===== config.mk =====
export PLATFORM = sky130hd
export DESIGN_NAME = ascii_case_stream
export DESIGN_NICKNAME = d
export VERILOG_FILES = /design/src/rtl/ascii_case_stream_pkg.sv /design/src/rtl/ascii_case_lane.sv /design/src/rtl/ascii_case_stream.sv
export SDC_FILE = /design/constraint.sdc
export NUM_CORES = 1
export LEC_CHECK = 0
export CORE_UTILIZATION = 30
export CTS_CLUSTER_DIAMETER = 80
export DETAILED_ROUTE_END_ITERATION = 10
export SYNTH_ARGS = -nofsm -noshare
export SYNTH_HDL_FRONTEND = slang
export SYNTH_HIERARCHICAL = 1
export SYNTH_SLANG_ARGS = --single-unit

===== constraint.sdc =====
create_clock -name clk -period 4.2 [get_ports clk]
set_input_delay 1.05 -clock clk [delete_from_list [all_inputs] [get_ports clk]]
set_output_delay 1.05 -clock clk [all_outputs]
set_load 0.1 [all_outputs]

===== src/rtl/ascii_case_stream_pkg.sv =====
// Shared definitions for the ASCII case stream: conversion modes and the
// character ranges that count as letters.
package ascii_case_stream_pkg;

  typedef enum logic [1:0] {
    MODE_PASS   = 2'b00,
    MODE_UPPER  = 2'b01,
    MODE_LOWER  = 2'b10,
    MODE_TOGGLE = 2'b11
  } mode_e;

  localparam logic [7:0] UPPER_LO = 8'h41;  // 'A'
  localparam logic [7:0] UPPER_HI = 8'h5A;  // 'Z'
  localparam logic [7:0] LOWER_LO = 8'h61;  // 'a'
  localparam logic [7:0] LOWER_HI = 8'h7A;  // 'z'

  // Upper and lower case letters differ only in this bit.
  localparam int CASE_BIT = 5;

  function automatic logic in_range(input logic [7:0] c,
                                    input logic [7:0] lo,
                                    input logic [7:0] hi);
    return (c >= lo) && (c <= hi);
  endfunction

endpackage


===== src/rtl/ascii_case_lane.sv =====
// One character lane: converts a byte according to the beat's mode and
// reports whether the byte was actually altered.
module ascii_case_lane
  import ascii_case_stream_pkg::*;
(
  input  logic [7:0] char_i,
  input  logic [1:0] mode_i,
  input  logic       keep_i,
  output logic [7:0] char_o,
  output logic       changed_o
);

  logic is_upper;
  logic is_lower;

  assign is_upper = in_range(char_i, UPPER_LO, UPPER_HI);
  assign is_lower = in_range(char_i, LOWER_LO, LOWER_HI);

  always_comb begin
    char_o = char_i;
    if (keep_i) begin
      case (mode_e'(mode_i))
        MODE_UPPER:  if (is_lower) char_o[CASE_BIT] = 1'b0;
        MODE_LOWER:  if (is_upper) char_o[CASE_BIT] = 1'b1;
        MODE_TOGGLE: if (is_upper || is_lower) char_o[CASE_BIT] = ~char_i[CASE_BIT];
        default:     char_o = char_i;
      endcase
    end
  end

  // Defined by comparison so pass mode and non-letters never count.
  assign changed_o = (char_o != char_i);

endmodule


===== src/rtl/ascii_case_stream.sv =====
// Streaming ASCII case converter: LANES characters per beat through a single
// registered stage with valid/ready on both sides and a saturating change count.
module ascii_case_stream
  import ascii_case_stream_pkg::*;
#(
  parameter int LANES = 4,
  parameter int CNT_W = 16
) (
  input  logic               clk,
  input  logic               rst,
  input  logic [1:0]         mode,
  input  logic               in_valid,
  output logic               in_ready,
  input  logic [8*LANES-1:0] in_data,
  input  logic [LANES-1:0]   in_keep,
  output logic               out_valid,
  input  logic               out_ready,
  output logic [8*LANES-1:0] out_data,
  output logic [LANES-1:0]   out_keep,
  input  logic               cnt_clear,
  output logic [CNT_W-1:0]   conv_count
);

  localparam int POP_W = $clog2(LANES + 1);
  localparam logic [CNT_W:0] CNT_MAX = {1'b0, {CNT_W{1'b1}}};

  logic [8*LANES-1:0] conv_data;
  logic [LANES-1:0]   lane_changed;
  logic [POP_W-1:0]   pop_count;
  logic               accept;

  logic               out_valid_q, out_valid_d;
  logic [8*LANES-1:0] out_data_q,  out_data_d;
  logic [LANES-1:0]   out_keep_q,  out_keep_d;
  logic [CNT_W-1:0]   cnt_q,       cnt_d;
  logic [CNT_W-1:0]   cnt_base;
  logic [CNT_W:0]     cnt_sum;

  genvar gi;
  generate
    for (gi = 0; gi < LANES; gi++) begin : g_lane
      ascii_case_lane u_lane (
        .char_i    (in_data[8*gi +: 8]),
        .mode_i    (mode),
        .keep_i    (in_keep[gi]),
        .char_o    (conv_data[8*gi +: 8]),
        .changed_o (lane_changed[gi])
      );
    end
  endgenerate

  always_comb begin
    pop_count = '0;
    for (int i = 0; i < LANES; i++) begin
      pop_count = pop_count + POP_W'(lane_changed[i]);
    end
  end

  // The slot frees up in the same cycle the consumer takes the held beat.
  assign in_ready = !out_valid_q || out_ready;
  assign accept   = in_valid && in_ready;

  always_comb begin
    out_valid_d = out_valid_q;
    out_data_d  = out_data_q;
    out_keep_d  = out_keep_q;
    if (accept) begin
      out_valid_d = 1'b1;
      out_data_d  = conv_data;
      out_keep_d  = in_keep;
    end else if (out_ready) begin
      out_valid_d = 1'b0;
    end
  end

  // Clear acts first so a clear with an accepted beat leaves just that beat's count.
  always_comb begin
    cnt_base = cnt_clear ? '0 : cnt_q;
    cnt_sum  = {1'b0, cnt_base} + (CNT_W + 1)'(pop_count);
    cnt_d    = cnt_base;
    if (accept) begin
      cnt_d = (cnt_sum > CNT_MAX) ? {CNT_W{1'b1}} : cnt_sum[CNT_W-1:0];
    end
  end

  always_ff @(posedge clk) begin
    if (rst) begin
      out_valid_q <= 1'b0;
      out_data_q  <= '0;
      out_keep_q  <= '0;
      cnt_q       <= '0;
    end else begin
      out_valid_q <= out_valid_d;
      out_data_q  <= out_data_d;
      out_keep_q  <= out_keep_d;
      cnt_q       <= cnt_d;
    end
  end

  assign out_valid  = out_valid_q;
  assign out_data   = out_data_q;
  assign out_keep   = out_keep_q;
  assign conv_count = cnt_q;

endmodule


==> flow_summary.yaml <==
cells_and_area:
  diodes: 0
  finalNetCount: 492
  area_delta_synth_final_pct: 38.43
  final-instance-count-excl-fill: 574
  layout-drive-gt1-share_pct: 11.24
  final_cell_area_um2: 4011
sta:
  drv_slew: 0
  fmax_mhz: 260.4
  fin_skew_ns: 0.007378
  relSlewSlack_pct: 32.78
  setup_tns_ns: 0
  period_minus_slack_ns: 3.840
  finalSetupViolCount: 0
  worst_pin_slew_ns: 1.005
  rsz0062_at_grt: "no"
  finalHoldViolCount: 0
  fin_crit_sh_pct: 91.44
floorplan:
  core-area_um2: 9284
  die_area_um2: 10060
  die_h_um: 100.3
  ios: 97
  initial_core_util_pct: 31.21
  fp.dieW_um: 100.3
  fp-row-count: 35
worst_setup_path:
  cpPeakStageDelay_ns: 0.53
  cpMostUsedCell: "fa_1"
  crit_type: "input pin to flip-flop"
  path_cells: "clkdlybuf4s50_1 > nand2_1 > o21a_1 > nand2_1 > nor2_1 > fa_1 > inv_1 > fa_1 > inv_1 > fa_1 > buf_4 > nand4_1 > a2111o_1 > and3_1"
  crit_fanout: 3
  crit_arrival_ns: 4.05
  cp-end-kind: "flip-flop"
  startpoint_type: "input pin"
  worstPathRequired_ns: 4.41
  slowest_stage: "fa_1"
cts:
  cts_max_level: 2
  cts_buffers: 5
  cts-root-buf: "clkbuf_8"
  clk_pin_slew_ns: 0.10
  cts.path.max_buffers: 2
  cts_tree: "yes"
  post_cts.repair.setup_buffers: 0
  cts-hold-fix-buffers: 0
  cts.sinks: 53
  clk_latency_ns: 0.30
  post_cts_resize_count: 0
global_routing:
  antenna_found_initial: 0
  grt_pass1_wl_mm: 12.59
  grt_start_max_net_pins: 40
  track_usage_pct: 15.77
  grt_pass1_vias: 2616
  grt_overflow: 0
synthesis:
  yosys-top-cells-count: "nand2_1 (88), dfxtp_1 (53), a21oi_1 (45), buf_4 (28), clkbuf_1 (14)"
  yosys.area_share.simple_pct: 28.67
  synthesis.nets: 412
  synthXorXnorAreaFrac_pct: 0.3022
  synth.most_common_cell: "nand2_1"
  synth_mux_area_share_pct: 1.770
  syn_area_um2: 2898
  avgSynthCellArea_um2: 7.939
  yosysTopAreaCell: "dfxtp_1"
  synth_top_family_by_area: "simple AND/OR/NAND/NOR gates"
  syn_inst: 365
  synth-edff-count: 0
  yosys.area_share.adder_pct: 2.504
  ys.warnings.count: 6
  synth_compound_area_share_pct: 19.13
  async_reset_ff_share_pct: 0
  synth_seq_cells: 53
  netlist.area_leader.share_pct: 36.61
  seq_area_frac_synth_pct: 36.61
  synth.distinct_cells: 46
  synth-main-ff-cell: "dfxtp_1"
  synthTopCellsByArea: "dfxtp_1 (37%), nand2_1 (11%), a21oi_1 (7.8%)"
flow_run:
  drv_cap: 0
power_and_ir_drop:
  combPwrFrac_pct: 28.5
  ir_drop_uv: 127.1
  power_switching_uw: 420.9
  power_leakage_nw: 1.533
  switching_share_pct: 34.29
  power_density_nw_per_um2: 306.0
  power_frac_seq_pct: 43.5
  power_frac_clock_pct: 27.9
  p_int_uw: 806.5
routing:
  postRouteAntennaNets: 0
  via_per_inst: 4.808
  dr.first_iter.drc_count: 68
  wl_mm: 7.818
  routedWlPerCell_um: 13.62
  vias: 2760
  dr.pass1.iters: 4
  drc: 0
placement:
  place_area_um2: 3908
  gp_congestion: 0.8674
  numPortBuffers: 96
  hpwlAfterDp_mm: 5.846
  dp_cells: 567
run_status:
  status: "complete, no violations"
min_path:
  hp-class: "flip-flop to flip-flop"
==> sequential cells by signal, summed over array words and instances, names as in the netlist <==
| register | cells |
|---|---|
| conv_count | 16 |
| out_data | 32 |
| out_keep | 4 |
| out_valid | 1 |
==> cell families (layout without fill, tap and decap cells) <==
family	Yosys count	after routing
adders and majority gates	4	4
buffers and inverters	56	136
xor gates and xnor gates	1	1
muxes	5	5
AOI/OAI and AO/OA	88	88
DFF	53	53
and+or+nand+nor	158	158
==> power groups by stage <==
stage / clock network [mW] / registers (mW) / logic [mW]
detailed placement: 0 / 0.546 / 0.352
floorplan: 0 / 0.699 / 0.0967
global route: 0.384 / 0.537 / 0.370
finish: 0.343 / 0.534 / 0.350
global placement: 0 / 0.545 / 0.352
CTS: 0.360 / 0.535 / 0.353
==> area by class of cell <==
cell class                 count  area (um^2)
clock inverter                 2        35.03
inverter                       9        33.78
timing repair buffer         120         1134
multi-input combinational    256         1518
clock buffer                   5        68.82
tap                          129        161.4
fill                         963         5273
sequential                    53         1061
==> final timing paths <==
path	startpoint	endpoint	slack [ns]	cells past startpoint
setup reg to reg	conv_count[1]	conv_count[15]	2.12	7
setup / recovery	in_data[3]	conv_count[6]	0.36	14
hold / removal	out_data[6]	out_data[6]	0.46	2
hold reg to reg	out_data[6]	out_data[6]	0.46	2
==> stage by stage <==
stage / power [mW] / hold slack [ns] / setup WS [ns] / utilization, %
3_3_place_gp: 0.8970 / 0.4418 / 0.03519 / 42.09
5_1_grt: 1.292 / 0.4827 / 0.1509 / 43.21
2_1_floorplan: 0.7962 / 0.8875 / 0.5913 / -
3_5_place_dp: 0.8988 / 0.4478 / 0.009281 / 42.09
4_1_cts: 1.248 / 0.4626 / 0.3494 / 43.21
6_report: 1.227 / 0.4578 / 0.3597 / 43.21
==> cell usage in the layout, fill, tap and decap left out, types with 4 or more instances in the layout <==
cell type and count:
clkbuf_8 5, nand2b_4 4, nand2b_1 5, nor2b_1 7, mux2i_1 4, o21ai_0 6, or3_1 5, buf_4 25
a41oi_1 6, nor3_2 4, a21oi_1 45, inv_1 9, nand4_1 4, o21a_1 5, a21oi_2 4, dfxtp_1 53
a31oi_1 10, nor2_1 13, nand3_1 5, clkdlybuf4s50_1 94, and3_1 4, nand2_1 88
==> layer usage <==
metal / wire (um) / track usage, %
met3: 415 / 4.039
met5: 0 / 0
met2: 3642 / 25.08
met4: 97 / 4.682
met1: 3664 / 21.01
==> critical path: cells and delay by family <==
kind | cells | cell delay (ns)
compound gates | 2 | 0.63
fa+ha+maj | 3 | 1.11
buf+inv | 4 | 0.77
simple gates | 5 | 0.50
Note: power is estimated with default switching activity, not from simulation.
